==> src/rtl/legv8_pkg.sv <==
//============================================================================
// Module      : legv8_pkg
// Description : Shared LEGv8 decode definitions: instruction-format enum,
//               opcode prefix constants/masks, and instruction field bit
//               positions. Also provides the INSTR_LEN define when the
//               common header has not already supplied it.
// Revision    : 1.0 - initial release
//============================================================================
`default_nettype none

`ifndef INSTR_LEN
`define INSTR_LEN 32
`endif

package legv8_pkg;

  // Format codes; 6 is reserved and never produced.
  typedef enum logic [2:0] {
    FMT_R       = 3'd0,
    FMT_I       = 3'd1,
    FMT_D       = 3'd2,
    FMT_B       = 3'd3,
    FMT_CB      = 3'd4,
    FMT_IW      = 3'd5,
    FMT_UNKNOWN = 3'd7
  } fmt_e;

  // Opcode prefix masks, all expressed on the 11-bit opcode [31:21].
  localparam logic [10:0] c_MASK_B  = 11'b111111_00000;
  localparam logic [10:0] c_MASK_CB = 11'b11111111_000;
  localparam logic [10:0] c_MASK_IW = 11'b111111111_00;
  localparam logic [10:0] c_MASK_I  = 11'b1111111111_0;
  localparam logic [10:0] c_MASK_DR = 11'b11111111111;

  // B-format prefixes ([31:26])
  localparam logic [10:0] c_OP_B     = 11'b000101_00000;
  localparam logic [10:0] c_OP_BL    = 11'b100101_00000;
  // CB-format prefixes ([31:24])
  localparam logic [10:0] c_OP_CBZ   = 11'b10110100_000;
  localparam logic [10:0] c_OP_CBNZ  = 11'b10110101_000;
  localparam logic [10:0] c_OP_BCOND = 11'b01010100_000;
  // IW-format prefixes ([31:23])
  localparam logic [10:0] c_OP_MOVZ  = 11'b110100101_00;
  localparam logic [10:0] c_OP_MOVK  = 11'b111100101_00;
  // I-format prefixes ([31:22])
  localparam logic [10:0] c_OP_ADDI  = 11'b1001000100_0;
  localparam logic [10:0] c_OP_SUBI  = 11'b1101000100_0;
  // D-format opcodes
  localparam logic [10:0] c_OP_LDUR  = 11'b11111000010;
  localparam logic [10:0] c_OP_STUR  = 11'b11111000000;
  // R-format opcodes
  localparam logic [10:0] c_OP_ADD   = 11'b10001011000;
  localparam logic [10:0] c_OP_SUB   = 11'b11001011000;
  localparam logic [10:0] c_OP_AND   = 11'b10001010000;
  localparam logic [10:0] c_OP_ORR   = 11'b10101010000;
  localparam logic [10:0] c_OP_LSL   = 11'b11010011011;
  localparam logic [10:0] c_OP_LSR   = 11'b11010011010;
  localparam logic [10:0] c_OP_BR    = 11'b11010110000;

  // Field bit positions within the instruction word
  localparam int c_OPCODE_MSB  = 31;
  localparam int c_OPCODE_LSB  = 21;
  localparam int c_ADDR_MSB    = 20;
  localparam int c_ADDR_LSB    = 12;
  localparam int c_RM_MSB      = 20;
  localparam int c_RM_LSB      = 16;
  localparam int c_RN_MSB      = 9;
  localparam int c_RN_LSB      = 5;
  localparam int c_RD_MSB      = 4;
  localparam int c_RD_LSB      = 0;
  localparam int c_SHAMT_MSB   = 15;
  localparam int c_SHAMT_LSB   = 10;
  localparam int c_IMM12_MSB   = 21;
  localparam int c_IMM12_LSB   = 10;
  localparam int c_BR_MSB      = 25;
  localparam int c_BR_LSB      = 0;
  localparam int c_CB_MSB      = 23;
  localparam int c_CB_LSB      = 5;
  localparam int c_MOV_MSB     = 20;
  localparam int c_MOV_LSB     = 5;

endpackage

`default_nettype wire

==> src/rtl/instr_fmt_decode.sv <==
//============================================================================
// Module      : instr_fmt_decode
// Description : Combinational classifier mapping an 11-bit LEGv8 opcode to
//               its instruction format code, with a valid flag for
//               supported opcodes.
// Revision    : 1.0 - initial release
//============================================================================
`default_nettype none

module instr_fmt_decode
  import legv8_pkg::*;
(
  input  logic [10:0] opcode,
  output logic [2:0]  fmt,
  output logic        fmt_valid
);

  logic w_is_b;
  logic w_is_cb;
  logic w_is_iw;
  logic w_is_i;
  logic w_is_d;
  logic w_is_r;

  // Prefix matches; shorter prefixes use masked compares on the opcode.
  assign w_is_b  = ((opcode & c_MASK_B) == c_OP_B) || ((opcode & c_MASK_B) == c_OP_BL);
  assign w_is_cb = ((opcode & c_MASK_CB) == c_OP_CBZ)  ||
                   ((opcode & c_MASK_CB) == c_OP_CBNZ) ||
                   ((opcode & c_MASK_CB) == c_OP_BCOND);
  assign w_is_iw = ((opcode & c_MASK_IW) == c_OP_MOVZ) || ((opcode & c_MASK_IW) == c_OP_MOVK);
  assign w_is_i  = ((opcode & c_MASK_I) == c_OP_ADDI)  || ((opcode & c_MASK_I) == c_OP_SUBI);
  assign w_is_d  = (opcode == c_OP_LDUR) || (opcode == c_OP_STUR);
  assign w_is_r  = (opcode == c_OP_ADD) || (opcode == c_OP_SUB) ||
                   (opcode == c_OP_AND) || (opcode == c_OP_ORR) ||
                   (opcode == c_OP_LSL) || (opcode == c_OP_LSR) ||
                   (opcode == c_OP_BR);

  // Priority select B > CB > IW > I > D > R, anything else is unknown.
  always_comb begin
    fmt       = FMT_UNKNOWN;
    fmt_valid = 1'b1;
    if (w_is_b) begin
      fmt = FMT_B;
    end else if (w_is_cb) begin
      fmt = FMT_CB;
    end else if (w_is_iw) begin
      fmt = FMT_IW;
    end else if (w_is_i) begin
      fmt = FMT_I;
    end else if (w_is_d) begin
      fmt = FMT_D;
    end else if (w_is_r) begin
      fmt = FMT_R;
    end else begin
      fmt       = FMT_UNKNOWN;
      fmt_valid = 1'b0;
    end
  end

endmodule

`default_nettype wire

==> src/rtl/instr_parse.sv <==
//============================================================================
// Module      : instr_parse
// Description : LEGv8 decode-stage field extractor. Slices the instruction
//               word into all fields unconditionally and classifies its
//               format. Outputs are combinational by default; defining
//               INSTR_PARSE_REG_OUT_EN adds a single output register stage
//               with synchronous active-high reset.
// Revision    : 1.0 - initial release
//============================================================================
`default_nettype none

`ifndef INSTR_LEN
`define INSTR_LEN 32
`endif

module instr_parse
  import legv8_pkg::*;
(
  input  logic                  clk,
  input  logic                  rst,
  input  logic [`INSTR_LEN-1:0] instruction,
  output logic [10:0]           opcode,
  output logic [8:0]            address,
  output logic [4:0]            rm_num,
  output logic [4:0]            rn_num,
  output logic [4:0]            rd_num,
  output logic [5:0]            shamt,
  output logic [11:0]           imm12,
  output logic [25:0]           br_addr,
  output logic [18:0]           cb_addr,
  output logic [15:0]           mov_imm,
  output logic [2:0]            fmt,
  output logic                  fmt_valid
);

  logic [10:0] w_opcode;
  logic [8:0]  w_address;
  logic [4:0]  w_rm_num;
  logic [4:0]  w_rn_num;
  logic [4:0]  w_rd_num;
  logic [5:0]  w_shamt;
  logic [11:0] w_imm12;
  logic [25:0] w_br_addr;
  logic [18:0] w_cb_addr;
  logic [15:0] w_mov_imm;
  logic [2:0]  w_fmt;
  logic        w_fmt_valid;

  // Raw field slices; consumers ignore fields irrelevant to the format.
  assign w_opcode  = instruction[c_OPCODE_MSB:c_OPCODE_LSB];
  assign w_address = instruction[c_ADDR_MSB:c_ADDR_LSB];
  assign w_rm_num  = instruction[c_RM_MSB:c_RM_LSB];
  assign w_rn_num  = instruction[c_RN_MSB:c_RN_LSB];
  assign w_rd_num  = instruction[c_RD_MSB:c_RD_LSB];
  assign w_shamt   = instruction[c_SHAMT_MSB:c_SHAMT_LSB];
  assign w_imm12   = instruction[c_IMM12_MSB:c_IMM12_LSB];
  assign w_br_addr = instruction[c_BR_MSB:c_BR_LSB];
  assign w_cb_addr = instruction[c_CB_MSB:c_CB_LSB];
  assign w_mov_imm = instruction[c_MOV_MSB:c_MOV_LSB];

  instr_fmt_decode u_fmt_decode (
    .opcode    (w_opcode),
    .fmt       (w_fmt),
    .fmt_valid (w_fmt_valid)
  );

`ifdef INSTR_PARSE_REG_OUT_EN
  // Output register stage; reset forces the unknown format and zero fields.
  always_ff @(posedge clk) begin
    if (rst) begin
      opcode    <= '0;
      address   <= '0;
      rm_num    <= '0;
      rn_num    <= '0;
      rd_num    <= '0;
      shamt     <= '0;
      imm12     <= '0;
      br_addr   <= '0;
      cb_addr   <= '0;
      mov_imm   <= '0;
      fmt       <= FMT_UNKNOWN;
      fmt_valid <= 1'b0;
    end else begin
      opcode    <= w_opcode;
      address   <= w_address;
      rm_num    <= w_rm_num;
      rn_num    <= w_rn_num;
      rd_num    <= w_rd_num;
      shamt     <= w_shamt;
      imm12     <= w_imm12;
      br_addr   <= w_br_addr;
      cb_addr   <= w_cb_addr;
      mov_imm   <= w_mov_imm;
      fmt       <= w_fmt;
      fmt_valid <= w_fmt_valid;
    end
  end
`else
  // Clock and reset are kept on the port list but have no function here.
  logic w_unused_clk_rst;
  assign w_unused_clk_rst = clk ^ rst;

  assign opcode    = w_opcode;
  assign address   = w_address;
  assign rm_num    = w_rm_num;
  assign rn_num    = w_rn_num;
  assign rd_num    = w_rd_num;
  assign shamt     = w_shamt;
  assign imm12     = w_imm12;
  assign br_addr   = w_br_addr;
  assign cb_addr   = w_cb_addr;
  assign mov_imm   = w_mov_imm;
  assign fmt       = w_fmt;
  assign fmt_valid = w_fmt_valid;
`endif

endmodule

`default_nettype wire

==> config.mk <==
export PLATFORM = sky130hd
export DESIGN_NAME = instr_parse
export DESIGN_NICKNAME = d
export VERILOG_FILES = /design/src/rtl/legv8_pkg.sv /design/src/rtl/instr_fmt_decode.sv /design/src/rtl/instr_parse.sv
export SDC_FILE = /design/constraint.sdc
export NUM_CORES = 1
export LEC_CHECK = 0
export ABC_AREA = 1
export BUFFER_PORTS_ARGS = -buffer_cell sky130_fd_sc_hd__buf_2
export CAP_MARGIN = 20
export CORE_MARGIN = 10
export CORE_UTILIZATION = 34
export DETAILED_ROUTE_END_ITERATION = 16
export GPL_TIMING_DRIVEN = 1
export PLACE_DENSITY_LB_ADDON = 0.3
export SLEW_MARGIN = 5
export SYNTH_ARGS = -nofsm -noshare
export SYNTH_HDL_FRONTEND = slang
export SYNTH_SLANG_ARGS = --single-unit
==> constraint.sdc <==
create_clock -name vclk -period 0.8
set_input_delay 0.04 -clock vclk [all_inputs]
set_output_delay 0.04 -clock vclk [all_outputs]
set_load 0.01 [all_outputs]
==> run summary <==
Metal2 WL: 833 um
Syn Nets: 220
Initial Utilization: 0.350
Slew at the pin closest to its max-slew limit: 243 ps
CP Capture Type: output port
Share of cells above drive strength 1: 0.655
Final Power: 362 uW
Post-synthesis mux area share: 0
Comb pwr share: 1.000
ANT cells: 0
CP required: 760 ps
Synthesis Warnings: 0
Power per cell area: 443 nW/um^2
Area contributors post-synth: buf_4 73%, nand2_1 7.1%, nor2_1 6.1%
Arr. time, crit path: 870 ps
Fmax: 1100 MHz
DIE AREA: 6180 um^2
Max VDD drop: 0.127 mV
Post-route cell area: 817 um^2
Setup crit start kind: input port
Layout Utilization: 0.245
Yosys top cell area share: 0.733
Max Cap Viol: 0
Slew Limit Fails: 0
CP Max Fanout: 6
HP Class: in2out
Fin crit period: 912 ps
Num sequential: 0
Overall routed net length: 2.02 mm
P_leak: 0.000418 uW
Synth cell types: 12
Switch share: 0.506
Cell-internal power: 179 uW
Largest net degree at the start of global routing: 7
Total placed cells including tap cells: 163
1st-iter DRT viols: 20
Tcrit/Tclk final: 1.14
Detail Placement HPWL: 1.76 mm
Synth Instances: 186
Top Layer Used: met4
Outcome: complete, but fails checks
Register area: 0 um^2
Seq/Total Area, Yosys: 0
Row count: 21
Nets: 155
Top cells by count, synth: 114 x buf_4, 22 x nand2_1, 19 x nor2_1, 11 x inv_1
Sw Pwr: 183 uW
Floorplan Core Area: 3340 um^2
GP Congestion: 0.799
WL met1: 761 um
Clock power share: 0
Compound-Gate Fraction of Synth Area: 0.00857
PortBufs: 35
XOR/XNOR Fraction of Synth Area: 0
Post-DRT Antenna Nets: 0
Die Wd: 78.6 um
Synth area leader: buf_4
Setup WS pre-CTS: -220 ps
First-pass DRT Iterations: 4
DRC: 0
Routed vias: 640
Via-per-instance ratio: 3.88
Final setup vio count: 4
Layout Cells excl Fill: 165
Placed inst area: 632 um^2
DR WL/cell: 12.3 um
Chip Height: 78.6 um
CLK BUF: 0
Synth Area in Simple Gates: 0.217
Gr usage total: 0.0614
Met3 WL: 336 um
Slew HR: 0.837
RSZ-0062 raised after global routing: true
GRT overflow: 0
Hold Fails Final Rpt: 0
Post-Synthesis Cell Area: 1170 um^2
Vias in the first global route: 702
Synth Area in Adders: 0
Failing checks: setup timing
Layout area overhead: -30.0%
Count leader, synth: buf_4
Sequential Power Share: 0
CP Class: in2out
Antenna violations before repair: 0
Syn_area_per_cell: 6.28 um^2
Final Worst Setup Slack: -112 ps
Main combinational cell family by area after synthesis: buffers and inverters
Ports: 152
First-pass GRT wire length: 3.30 mm
==> worst max-delay path, stage by stage <==
cell and delay (ps):
buf_12 110, buf_6 110, nand2_4 40, nor2_2 30
nand2_1 60, nand3_2 90, nor2_2 100, nand2_1 60
nor2_1 90, buf_2 140
==> repair_timing <==
action	4_1_cts	5_1_grt
pin swaps	17	7
gates resized for setup	50	7
buffers inserted	2	0
setup endpoints to repair	4	4
hold buffers	0	0
cloned	0	0
==> per-layer routing <==
metal  vias to the layer above  track usage
met5                         -            0
met3                        18       0.0308
met2                        37       0.0946
li1                        323            -
met4                         0       0.0341
met1                       262       0.0674
==> cell type report <==
cell class	count	area, um^2
inverter	13	53.8
timing repair buffer	47	360
tap	46	57.6
multi-input combinational	59	345
fill	386	2520
==> layout by cell type (no fill, tap or decap), types with 4 or more instances in the layout <==
master   instances
nor2_2           4
nand2_1         15
inv_1            4
nand2_2          6
buf_4           10
nor2_1          12
inv_2            7
nor2_4           5
buf_6            8
buf_2           25
==> kinds of logic (layout without fill, tap and decap cells) <==
| logic type | Yosys count | after routing |
|---|---|---|
| compound gates | 2 | 2 |
| simple gates | 57 | 57 |
| buf+inv | 127 | 60 |
==> path summary, 6_finish.rpt <==
path / cells after the start / startpoint / slack, ps / endpoint
worst max-delay path: 10 / instruction[24] / -110 / fmt[1]
worst min-delay path: 0 / instruction[9] / 80 / rn_num[4]
==> power by group through the flow <==
stage | registers (uW) | clock network [uW] | logic, uW
2_1_floorplan | 0 | 0 | 653
3_3_place_gp | 0 | 0 | 278
3_5_place_dp | 0 | 0 | 276
4_1_cts | 0 | 0 | 356
5_1_grt | 0 | 0 | 398
6_report | 0 | 0 | 362
==> per-stage QoR <==
step | hold slack [ps] | TNS (ps)
floorplan | 172 | 0
global placement | 80.1 | -864
detailed placement | 80.1 | -811
CTS | 80.1 | -475
global route | 80.0 | -738
finish | 80.0 | -430
Power figures use the tool's default switching activity.
